File: config.mk
export PLATFORM = sky130hd
export DESIGN_NAME = regex_stream_ctx_mgr_flat
export DESIGN_NICKNAME = d
export VERILOG_FILES = /design/src/rtl/regex_stream_ctx_mgr_if.sv /design/src/rtl/regex_stream_ctx_mgr.sv /design/src/flat_wrapper.sv
export SDC_FILE = /design/constraint.sdc
export NUM_CORES = 2
export LEC_CHECK = 0
export BUFFER_PORTS_ARGS = -buffer_cell sky130_fd_sc_hd__buf_2
export CELL_PAD_IN_SITES_DETAIL_PLACEMENT = 2
export CELL_PAD_IN_SITES_GLOBAL_PLACEMENT = 2
export CORE_MARGIN = 2
export CORE_UTILIZATION = 41
export CTS_CLUSTER_DIAMETER = 120
export DETAILED_ROUTE_END_ITERATION = 12
export PLACE_DENSITY_LB_ADDON = 0.1
export SETUP_SLACK_MARGIN = 0.5
export SLEW_MARGIN = 30
export SYNTH_ARGS = -nofsm -noshare
export SYNTH_HDL_FRONTEND = slang
export SYNTH_SLANG_ARGS = --single-unit
File: constraint.sdc
create_clock -name clk -period 4.2 [get_ports clk]
set_input_delay 0.84 -clock clk [delete_from_list [all_inputs] [get_ports clk]]
set_output_delay 0.84 -clock clk [all_outputs]
set_load 0.01 [all_outputs]
File: src/rtl/regex_stream_ctx_mgr_if.sv
// Bundle of packet-side, DFA-side and count-read signals for the regex stream context manager.
// The slave modport is the context manager's view; master is the surrounding datapath's view.
interface regex_stream_ctx_mgr_if #(
    parameter int SID_W   = 6,
    parameter int STATE_W = 11,
    parameter int CHAR_W  = 8,
    parameter int CNT_W   = 16
);
    logic               load_state;
    logic [SID_W-1:0]   stream_id;
    logic               new_stream_id;
    logic               enable;
    logic [CHAR_W-1:0]  char_in;
    logic               char_in_vld;
    logic               eop;
    logic               busy;
    logic               fired;
    logic [CHAR_W-1:0]  dfa_char;
    logic               dfa_char_vld;
    logic [STATE_W-1:0] dfa_state_in;
    logic               dfa_state_in_vld;
    logic [STATE_W-1:0] dfa_state_out;
    logic               dfa_accept;
    logic [SID_W-1:0]   rd_sid;
    logic [CNT_W-1:0]   rd_count;
    logic               cnt_clr;

    modport master (
        output load_state, stream_id, new_stream_id, enable, char_in, char_in_vld, eop,
        output dfa_state_out, dfa_accept, rd_sid, cnt_clr,
        input  busy, fired, dfa_char, dfa_char_vld, dfa_state_in, dfa_state_in_vld, rd_count
    );

    modport slave (
        input  load_state, stream_id, new_stream_id, enable, char_in, char_in_vld, eop,
        input  dfa_state_out, dfa_accept, rd_sid, cnt_clr,
        output busy, fired, dfa_char, dfa_char_vld, dfa_state_in, dfa_state_in_vld, rd_count
    );
endinterface

File: src/rtl/regex_stream_ctx_mgr.sv
// Per-stream context manager for one DFA regex matcher: restores saved DFA state at packet
// start, tracks matches, and commits state plus a saturating match count once the DFA drains.
module regex_stream_ctx_mgr #(
    parameter int NUM_STREAMS = 64,
    parameter int SID_W       = 6,
    parameter int STATE_W     = 11,
    parameter int CHAR_W      = 8,
    parameter int CNT_W       = 16,
    parameter int DFA_LAT     = 1
) (
    input logic                    clk,
    input logic                    rst,
    regex_stream_ctx_mgr_if.slave  io
);
    typedef enum logic [1:0] {S_IDLE, S_RUN, S_DRAIN, S_COMMIT} state_e;

    localparam int DRAIN_CYC = DFA_LAT + 2;
    localparam int DCNT_W    = $clog2(DRAIN_CYC + 1);
    localparam logic [CNT_W-1:0] CNT_MAX = '1;

    state_e              state_q, state_d;
    logic [DCNT_W-1:0]   dcnt_q, dcnt_d;
    logic                eop_pend_q, eop_pend_d;
    logic [SID_W-1:0]    sid_q, sid_d;
    logic                en_q, en_d;
    logic                zero_q, zero_d;
    logic                fwd_q, fwd_d;
    logic [STATE_W-1:0]  fwd_st_q, fwd_st_d;
    logic                vld_rd_q, vld_rd_d;
    logic                ld_stb_q, ld_stb_d;
    logic [CHAR_W-1:0]   dfa_char_q, dfa_char_d;
    logic                dfa_char_vld_q, dfa_char_vld_d;
    logic                acc_r_q, acc_r_d;
    logic [STATE_W-1:0]  st_r_q, st_r_d;
    logic                fired_q, fired_d;
    logic [CNT_W-1:0]    rd_count_q, rd_count_d;
    logic [STATE_W-1:0]  ram_rd_q;

    logic                busy, in_commit, in_match_win;
    logic                load_acc, sid_ok, wr_en;
    logic [CNT_W-1:0]    count_inc;
    logic [CNT_W-1:0]    count_vec [NUM_STREAMS];
    logic [NUM_STREAMS-1:0] valid_vec;
    logic [STATE_W-1:0]  state_mem [NUM_STREAMS];

    // FSM: state register
    always_ff @(posedge clk) begin
        if (rst) begin
            state_q    <= S_IDLE;
            dcnt_q     <= '0;
            eop_pend_q <= 1'b0;
        end else begin
            state_q    <= state_d;
            dcnt_q     <= dcnt_d;
            eop_pend_q <= eop_pend_d;
        end
    end

    // FSM: next state; a load in the COMMIT cycle chains straight into the next packet
    always_comb begin
        state_d    = state_q;
        dcnt_d     = dcnt_q;
        eop_pend_d = eop_pend_q;
        case (state_q)
            S_IDLE, S_COMMIT: begin
                state_d = S_IDLE;
                if (load_acc) begin
                    state_d    = S_RUN;
                    eop_pend_d = io.eop;
                end
            end
            S_RUN: begin
                if (io.eop || eop_pend_q) begin
                    state_d    = S_DRAIN;
                    dcnt_d     = DCNT_W'(DRAIN_CYC - 1);
                    eop_pend_d = 1'b0;
                end
            end
            S_DRAIN: begin
                if (dcnt_q == '0) state_d = S_COMMIT;
                else              dcnt_d  = dcnt_q - 1'b1;
            end
            default: state_d = S_IDLE;
        endcase
    end

    // FSM: outputs
    always_comb begin
        busy         = 1'b0;
        in_commit    = 1'b0;
        in_match_win = 1'b0;
        case (state_q)
            S_RUN, S_DRAIN: begin
                busy         = 1'b1;
                in_match_win = 1'b1;
            end
            S_COMMIT: in_commit = 1'b1;
            default: ;
        endcase
    end

    assign load_acc  = io.load_state && !busy;
    assign sid_ok    = int'(sid_q) < NUM_STREAMS;
    assign wr_en     = in_commit && en_q && sid_ok;
    assign count_inc = (count_vec[sid_q] == CNT_MAX) ? CNT_MAX
                                                     : count_vec[sid_q] + CNT_W'(fired_q);

    always_comb begin
        sid_d          = sid_q;
        en_d           = en_q;
        zero_d         = zero_q;
        fwd_d          = fwd_q;
        fwd_st_d       = fwd_st_q;
        vld_rd_d       = vld_rd_q;
        ld_stb_d       = load_acc;
        dfa_char_d     = io.char_in;
        dfa_char_vld_d = io.char_in_vld;
        acc_r_d        = io.dfa_accept;
        st_r_d         = io.dfa_state_out;
        if (load_acc) begin
            sid_d    = io.stream_id;
            en_d     = io.enable;
            zero_d   = io.new_stream_id || (int'(io.stream_id) >= NUM_STREAMS);
            // The RAM write from a same-cycle commit lands too late for the read; bypass it
            fwd_d    = wr_en && (io.stream_id == sid_q);
            fwd_st_d = st_r_q;
            vld_rd_d = valid_vec[io.stream_id];
        end
    end

    always_comb begin
        fired_d = fired_q;
        if (in_match_win && acc_r_q) fired_d = 1'b1;
        if (in_commit && !en_q)      fired_d = 1'b0;
        if (load_acc)                fired_d = 1'b0;
    end

    always_comb begin
        rd_count_d = count_vec[io.rd_sid];
        if (io.cnt_clr)                       rd_count_d = '0;
        else if (wr_en && io.rd_sid == sid_q) rd_count_d = count_inc;
    end

    always_ff @(posedge clk) begin
        if (rst) begin
            sid_q          <= '0;
            en_q           <= 1'b0;
            zero_q         <= 1'b1;
            fwd_q          <= 1'b0;
            fwd_st_q       <= '0;
            vld_rd_q       <= 1'b0;
            ld_stb_q       <= 1'b0;
            dfa_char_q     <= '0;
            dfa_char_vld_q <= 1'b0;
            acc_r_q        <= 1'b0;
            st_r_q         <= '0;
            fired_q        <= 1'b0;
            rd_count_q     <= '0;
        end else begin
            sid_q          <= sid_d;
            en_q           <= en_d;
            zero_q         <= zero_d;
            fwd_q          <= fwd_d;
            fwd_st_q       <= fwd_st_d;
            vld_rd_q       <= vld_rd_d;
            ld_stb_q       <= ld_stb_d;
            dfa_char_q     <= dfa_char_d;
            dfa_char_vld_q <= dfa_char_vld_d;
            acc_r_q        <= acc_r_d;
            st_r_q         <= st_r_d;
            fired_q        <= fired_d;
            rd_count_q     <= rd_count_d;
        end
    end

    // Saved DFA state: block RAM, never reset; valid bits gate stale contents
    always_ff @(posedge clk) begin
        if (wr_en)    state_mem[sid_q] <= st_r_q;
        if (load_acc) ram_rd_q <= state_mem[io.stream_id];
    end

    genvar gi;
    for (gi = 0; gi < NUM_STREAMS; gi++) begin : g_ctx
        logic [CNT_W-1:0] cnt_q, cnt_d;
        logic             vld_q, vld_d;
        logic             hit;

        assign hit = wr_en && (sid_q == SID_W'(gi));

        always_comb begin
            cnt_d = cnt_q;
            vld_d = vld_q;
            if (io.cnt_clr) cnt_d = '0;
            else if (hit)   cnt_d = count_inc;
            if (hit)        vld_d = 1'b1;
        end

        always_ff @(posedge clk) begin
            if (rst) begin
                cnt_q <= '0;
                vld_q <= 1'b0;
            end else begin
                cnt_q <= cnt_d;
                vld_q <= vld_d;
            end
        end

        assign count_vec[gi] = cnt_q;
        assign valid_vec[gi] = vld_q;
    end

    assign io.busy             = busy;
    assign io.fired            = fired_q;
    assign io.dfa_char         = dfa_char_q;
    assign io.dfa_char_vld     = dfa_char_vld_q;
    assign io.dfa_state_in_vld = ld_stb_q;
    assign io.dfa_state_in     = zero_q   ? '0       :
                                 fwd_q    ? fwd_st_q :
                                 vld_rd_q ? ram_rd_q : '0;
    assign io.rd_count         = rd_count_q;
endmodule

File: src/flat_wrapper.sv
// flat-port wrapper written by rule: the top's interface ports become plain ports
module regex_stream_ctx_mgr_flat 
#(
    parameter int NUM_STREAMS = 64,
    parameter int SID_W       = 6,
    parameter int STATE_W     = 11,
    parameter int CHAR_W      = 8,
    parameter int CNT_W       = 16,
    parameter int DFA_LAT     = 1
)
  (clk, rst, io_load_state, io_stream_id, io_new_stream_id, io_enable, io_char_in, io_char_in_vld, io_eop, io_dfa_state_out, io_dfa_accept, io_rd_sid, io_cnt_clr, io_busy, io_fired, io_dfa_char, io_dfa_char_vld, io_dfa_state_in, io_dfa_state_in_vld, io_rd_count);
  regex_stream_ctx_mgr_if #(.SID_W(SID_W), .STATE_W(STATE_W), .CHAR_W(CHAR_W), .CNT_W(CNT_W)) io_i ();
  input logic clk;
  input logic rst;
  input wire logic [$bits(io_i.load_state)-1:0] io_load_state;
  input wire logic [$bits(io_i.stream_id)-1:0] io_stream_id;
  input wire logic [$bits(io_i.new_stream_id)-1:0] io_new_stream_id;
  input wire logic [$bits(io_i.enable)-1:0] io_enable;
  input wire logic [$bits(io_i.char_in)-1:0] io_char_in;
  input wire logic [$bits(io_i.char_in_vld)-1:0] io_char_in_vld;
  input wire logic [$bits(io_i.eop)-1:0] io_eop;
  input wire logic [$bits(io_i.dfa_state_out)-1:0] io_dfa_state_out;
  input wire logic [$bits(io_i.dfa_accept)-1:0] io_dfa_accept;
  input wire logic [$bits(io_i.rd_sid)-1:0] io_rd_sid;
  input wire logic [$bits(io_i.cnt_clr)-1:0] io_cnt_clr;
  output wire logic [$bits(io_i.busy)-1:0] io_busy;
  output wire logic [$bits(io_i.fired)-1:0] io_fired;
  output wire logic [$bits(io_i.dfa_char)-1:0] io_dfa_char;
  output wire logic [$bits(io_i.dfa_char_vld)-1:0] io_dfa_char_vld;
  output wire logic [$bits(io_i.dfa_state_in)-1:0] io_dfa_state_in;
  output wire logic [$bits(io_i.dfa_state_in_vld)-1:0] io_dfa_state_in_vld;
  output wire logic [$bits(io_i.rd_count)-1:0] io_rd_count;
  assign io_i.load_state = io_load_state;
  assign io_i.stream_id = io_stream_id;
  assign io_i.new_stream_id = io_new_stream_id;
  assign io_i.enable = io_enable;
  assign io_i.char_in = io_char_in;
  assign io_i.char_in_vld = io_char_in_vld;
  assign io_i.eop = io_eop;
  assign io_i.dfa_state_out = io_dfa_state_out;
  assign io_i.dfa_accept = io_dfa_accept;
  assign io_i.rd_sid = io_rd_sid;
  assign io_i.cnt_clr = io_cnt_clr;
  assign io_busy = io_i.busy;
  assign io_fired = io_i.fired;
  assign io_dfa_char = io_i.dfa_char;
  assign io_dfa_char_vld = io_i.dfa_char_vld;
  assign io_dfa_state_in = io_i.dfa_state_in;
  assign io_dfa_state_in_vld = io_i.dfa_state_in_vld;
  assign io_rd_count = io_i.rd_count;
  regex_stream_ctx_mgr #(.NUM_STREAMS(NUM_STREAMS), .SID_W(SID_W), .STATE_W(STATE_W), .CHAR_W(CHAR_W), .CNT_W(CNT_W), .DFA_LAT(DFA_LAT)) u_core (.clk(clk), .rst(rst), .io(io_i));
endmodule
== Word-level counts from Yosys, hierarchy flattened ==
Memory sizes are Yosys's and may differ from the RTL's. A register that Yosys moved wholly into a read port is not among the register bits.
Cells that the tools add are included.
Storage, ports and cells
  register bits: 1153
  latch bits: 0
  bits in writable memories: 704
  ROM bits: 0
  input port bits: 40
  output and inout bits: 39
  logic and storage cells: 336
  memories: 1
Cells by class
  add/subtract/negate cells: 2
  $mul: 0
  div/mod/pow operators: 0
  magnitude comparators: 3
  equal/unequal tests: 73
  shift operators: 0
  multiplexer cells: 26
  bitwise operators: 2
  reductions and logical operators: 85
Memories
  u_core.state_mem: depth 64, width 11, read ports 1, clocked after Yosys merged registers in 1, write ports 1, line regex_stream_ctx_mgr.sv:44  | logic [STATE_W-1:0] state_mem [NUM_STREAMS];
Operator list (count)
  16-bit binary-select mux with 6-bit select: 2
  6-bit equality test (second input constant): 32
  6-bit by 5-bit equality test with 1-bit output (second input constant): 16
  16-bit two-way mux: 6
  1-bit logical AND: 70
  6-bit by 4-bit equality test with 1-bit output (second input constant): 8
  11-bit two-way mux: 3
  6-bit by 3-bit equality test with 1-bit output (second input constant): 4
  16-bit by 1-bit adder with 16-bit output: 1
  16-bit equality test (second input constant): 1
  7-bit greater-or-equal comparator (second input constant): 2
  6-bit NOT with 7-bit output: 2
  6-bit by 2-bit equality test with 1-bit output (second input constant): 2
  6-bit equality test: 2
  1-bit two-way mux: 8
  6-bit by 7-bit < comparator with 1-bit output (second input constant): 1
  1-bit binary-select mux with 6-bit select: 1
  6-bit by 1-bit equality test with 1-bit output (second input constant): 1
  6-bit zero test: 1
  2-bit two-way mux: 3
  2-bit by 1-bit != test with 1-bit output (second input constant): 3
  2-bit one-hot mux with 3 select lines: 1
  3-bit AND reduction: 2
  2-bit OR reduction: 3
  other kinds (12): 16

== Longest topological paths before layout ==
  depth after elaboration: 7
  depth in mapped cells: 19
  mapped depth without buffers: 11

== Worst setup path before layout ==
Ideal clock, no wire load.
  path type: input to register
  start: in io_rd_sid[0]
  end: reg u_core.rd_count_q[1], in the netlist u_core.io.rd_count[1]
  setup time: 0.134 ns
  arrival time: 4.025 ns
  required time: 4.066 ns
  path slack: 0.041 ns
  cell stages on the path: 10
  path buffers: 5
  cell sequence: clkbuf_1 clkbuf_1 buf_1 buf_1 clkbuf_1 mux4_2 mux4_2 mux4_2 o21ai_0 a31oi_1
Between the ends
  word-level cells in the longest chain between the ends: 5
  elaborated cells on any way between the ends: 7
  classes of those cells: 1 x eq/ne; 4 x mux; 1 x bitwise; 1 x reduce/logical
RTL lines
  start, declared: line flat_wrapper.sv:24  | input wire logic [$bits(io_i.rd_sid)-1:0] io_rd_sid;
  6-bit NOT with 7-bit output (implied by the code): line regex_stream_ctx_mgr.sv:139  | rd_count_d = count_vec[io.rd_sid];
  16-bit binary-select mux with 6-bit select: line regex_stream_ctx_mgr.sv:139
  16-bit two-way mux (implied by the code) (2 in a row): line regex_stream_ctx_mgr.sv:139
  16-bit two-way mux (*): line regex_stream_ctx_mgr.sv:141  | else if (wr_en && io.rd_sid == sid_q) rd_count_d = count_inc;
  end signal, assigned: line regex_stream_ctx_mgr.sv:172  | rd_count_q <= rd_count_d;
  end, declared: line regex_stream_ctx_mgr.sv:36  | logic [CNT_W-1:0] rd_count_q, rd_count_d;
Mark *: on every way between the ends. The rest lies on a longest branch, timed or not. The select of a mux whose other input is x is not followed.
A chain may end at the register's enable or synchronous reset.

== Final worst setup path ==
  start: reg u_core.sid_q[0]
  end: reg u_core.g_ctx[57].cnt_q[13]
Between the ends
  word-level cells in the longest chain between the ends: 6
  elaborated cells on any way between the ends: 9
  classes of those cells: 1 x add/sub; 2 x eq/ne; 4 x mux; 1 x bitwise; 1 x reduce/logical
RTL lines
  start, declared: line regex_stream_ctx_mgr.sv:24  | logic [SID_W-1:0] sid_q, sid_d;
  start signal, assigned: line regex_stream_ctx_mgr.sv:160  | sid_q <= sid_d;
  6-bit NOT with 7-bit output (implied by the code): line regex_stream_ctx_mgr.sv:105, regex_stream_ctx_mgr.sv:106
  16-bit binary-select mux with 6-bit select: line regex_stream_ctx_mgr.sv:105, regex_stream_ctx_mgr.sv:106
  16-bit two-way mux (implied by the code) (2 in a row): line regex_stream_ctx_mgr.sv:105, regex_stream_ctx_mgr.sv:106
  16-bit by 1-bit adder with 16-bit output or 16-bit equality test (tied branches): line regex_stream_ctx_mgr.sv:106, regex_stream_ctx_mgr.sv:105
  16-bit two-way mux: line regex_stream_ctx_mgr.sv:105  | assign count_inc = (count_vec[sid_q] == CNT_MAX) ? CNT_MAX
  end signal, assigned: line regex_stream_ctx_mgr.sv:203  | cnt_q <= cnt_d;
  end, declared: line regex_stream_ctx_mgr.sv:184  | logic [CNT_W-1:0] cnt_q, cnt_d;
Several ways; a longest one is shown, not always the timed one. The select of a mux whose other input is x is not followed.

==> flow_summary_export.csv <==
group,metric,value,unit
power_and_ir_drop,power_density,431.6,nW/µm²
cts,clk_path_buf_depth,3,
timing,clock.fmax,232.9,MHz
cts,cts_max_level,4,
timing,worst_slew_pin_slew,1.115,ns
grt,grt_pass1_wl,525600,µm
timing,setup_ws,-0.09400,ns
floorplan,die_h,453.3,µm
grt,antenna_found_initial,25,
critical_path,critPathMaxStageDelay,0.54,ns
synthesis,syn_area_per_cell,12.50,µm²
synthesis,netlist_area,82780,µm²
cts,cts_sinks,1868,
synthesis,yosysWarningCount,0,
synthesis,syn-num-nets,6671,
critical_path,crit_slowest_cell,"mux4_2",
synthesis,synth.distinct_cells,56,
critical_path,endpoint_kind,"register",
grt,overflow,0,
route,ant_nets,0,
outcome,status,"finished with violations",
timing,setup_viol,64,
floorplan,start_util,0.4134,
route,vias,66587,
worst_hold_path,hold_class,"primary input to register",
timing,hold_ws,0.1800,ns
floorplan,fp.dieW,453.3,µm
critical_path,crit_path_max_fanout,8,
floorplan,io_pins,79,
route,remaining_drc_errors,0,
cts,cts_root_buf,"clkbuf_16",
timing,final_max_slew_viol_count,0,
route,first_iter_violations,7192,
critical_path,path_class,"register to register",
floorplan,die_area,205500,µm²
synthesis,async_flop_share,0,
finish,area_growth,25.81,%
finish,drive_gt1_frac,0.3686,
cts,cts.clk_slew.worst_paths,0.06,ns
placement,io_buffers,78,
grt,track_usage,0.3569,
cts,cts_hold_buf,0,
cts,cts_buffers,205,
timing,timing_hold_violations_final,0,
critical_path,cp.arrival,5.02,ns
cts,clkLatencyLatePin,0.91,ns
synthesis,synth-seq-area-share,0.5382,
critical_path,required,4.92,ns
placement,place.gp.congestion,0.8714,
critical_path,critPathMostFrequentCell,"buf_4",
outcome,violations,"setup timing",
cts,cts_tree,"built",
synthesis,synth_edf_count,715,
route,avgRoutedWirePerCell,39.40,µm
route,wirelength,385300,µm
grt,grt_max_degree,205,
synthesis,syn_inst,6624,
power_and_ir_drop,vdd_drop_max,511.0,µV
timing,clock_skew,0.07266,ns
route,vias_per_cell,6.809,
power_and_ir_drop,p_leak,35.37,nW
route,first_pass_iters,6,
floorplan,rows,164,
job,maxCapViolCount,0,
placement,pre_cts_ws,-0.9503,ns
finish,fillCellCount,18500,
timing,rsz0062_at_grt,"yes",
floorplan,core_area,200300,µm²
timing,min_period_over_period,1.022,
grt,grt_pass1_vias,68706,
timing,slew_headroom,0.2564,
critical_path,crit_chain,"buf_12 -> buf_6 -> buf_4 -> mux4_2 -> a22oi_1 -> a21oi_1 -> buf_4 -> nor4_4 -> or2_4 -> buf_6 -> buf_4 -> nor4b_2 -> and3_2 -> nor3_4 -> buf_12 -> buf_16 -> a21oi_1",
synthesis,synth-seq-cells,1868,
finish,fin_nets,6979,
placement,hpwl,220300,µm
critical_path,cp-start-kind,"register",
timing,period_minus_slack,4.294,ns
synthesis,ys.flop_type,"dfxtp_1",
==> cell usage in the layout (no fill, tap or decap), drive strengths merged, types with 60 or more instances in the layout <==
master	n
o211ai	60
or4	73
mux2i	66
nand4	66
clkbuf	339
clkinv	63
o21ai	853
buf	788
a21oi	1048
a22oi	144
dfxtp	1153
inv	78
edfxtp	715
mux4	812
nand3	219
nand2	250
nor2	186
==> Yosys cell counts (11+ instances only) <==
cell	n	share of area
a21oi_1	1048	0.063
a22oi_1	144	0.013
a31oi_1	11	0.00083
buf_1	73	0.0033
buf_2	61	0.0037
buf_4	21	0.0019
clkbuf_1	569	0.026
dfxtp_1	1153	0.28
edfxtp_1	715	0.26
inv_1	75	0.0034
mux2i_1	66	0.0080
mux4_2	812	0.22
nand2_1	250	0.011
nand3_1	219	0.013
nand4_1	66	0.0050
nor2_1	185	0.0084
nor2b_1	27	0.0020
nor4_1	16	0.0012
o211ai_1	60	0.0054
o21ai_0	852	0.052
or4_1	73	0.0066
xor2_1	11	0.0012
==> critical path, delay by kind of cell, from the launching register on <==
family          cells  cell delay [ns]
buf+inv             8             1.34
flops               1             0.46
mux                 1             0.54
simple gates        5             1.33
compound gates      3             0.41
==> metrics by stage <==
stage	setup TNS (ns)	total power, mW	std cells	utilization	area [µm²]
after CTS	0	43.84	9675	0.5008	100300
final	-3.260	44.95	9779	0.5201	104200
after global placement	-646.87	24.42	9160	0.4494	90010
after global routing	-6.610	46.00	9767	0.5199	104100
after detailed placement	-351.62	24.52	9163	0.4497	90060
after floorplan	0	21.99	6624	-	82980
==> layout make-up <==
| class | count | area [µm²] | area share |
|---|---|---|---|
| Antenna cell | 13 | 32.53 | 0.0003123 |
| Clock buffer | 295 | 5872 | 0.05638 |
| Clock inverter | 90 | 1180 | 0.01133 |
| Inverter | 77 | 291.5 | 0.002799 |
| Multi-Input combinational cell | 3945 | 37950 | 0.3644 |
| Sequential cell | 1868 | 44600 | 0.4282 |
| Tap cell | 2656 | 3323 | 0.03191 |
| Timing Repair Buffer | 835 | 10910 | 0.1047 |
==> state kept, by name, indices dropped and copies added, names as in the netlist, 2 cells and up <==
name,count
u_core.g_ctx.cnt_q,1024
u_core.state_mem,704
u_core.g_ctx.vld_q,64
u_core.io.rd_count,16
u_core.fwd_st_q,11
u_core.ram_rd_q,11
u_core.st_r_q,11
u_core.io.dfa_char,8
u_core.sid_q,6
u_core.dcnt_q,2
u_core.state_q,2
==> path summary, 6_finish.rpt <==
check / depth (start not counted) / slack, ns / start / end
max reg2reg: 17 / -0.09 / u_core.sid_q[0]$_SDFFE_PP0P_ / u_core.g_ctx[57].cnt_q[13]$_SDFFE_PP0P_
min: 2 / 0.18 / io_char_in_vld / u_core.io.dfa_char_vld$_SDFF_PP0_
min reg2reg: 2 / 0.47 / u_core.fwd_st_q[1]$_SDFFE_PP0P_ / u_core.fwd_st_q[1]$_SDFFE_PP0P_
max: 17 / -0.09 / u_core.sid_q[0]$_SDFFE_PP0P_ / u_core.g_ctx[57].cnt_q[13]$_SDFFE_PP0P_
==> layer usage <==
metal	global-route usage	wire length, µm
met1	0.4640	147800
met2	0.5822	185100
met3	0.05527	28330
met4	0.1767	23980
met5	0	84
==> cell families after synthesis <==
| group | Yosys count | synth area share |
|---|---|---|
| flops | 1868 | 0.5382 |
| xor+xnor | 19 | 0.002010 |
| mux | 878 | 0.2289 |
| fa+ha+maj | 7 | 0.001058 |
| simple gates | 898 | 0.05317 |
| compound gates | 2143 | 0.1371 |
| buf+inv | 811 | 0.03955 |
==> power by group <==
part | switching (mW) | internal, mW
clock | 8.20 | 11.0
sequential | 0.180 | 18.9
combinational | 3.76 | 2.87
total | 12.1 | 32.8
==> what timing repair did <==
item / CTS / global route
resized for setup: 312 / 514
pin swaps: 160 / 286
cloned: 40 / 47
setup buffers: 87 / 44
setup endpoints to repair: 1040 / 1040
(Power assumes the default switching activity.)
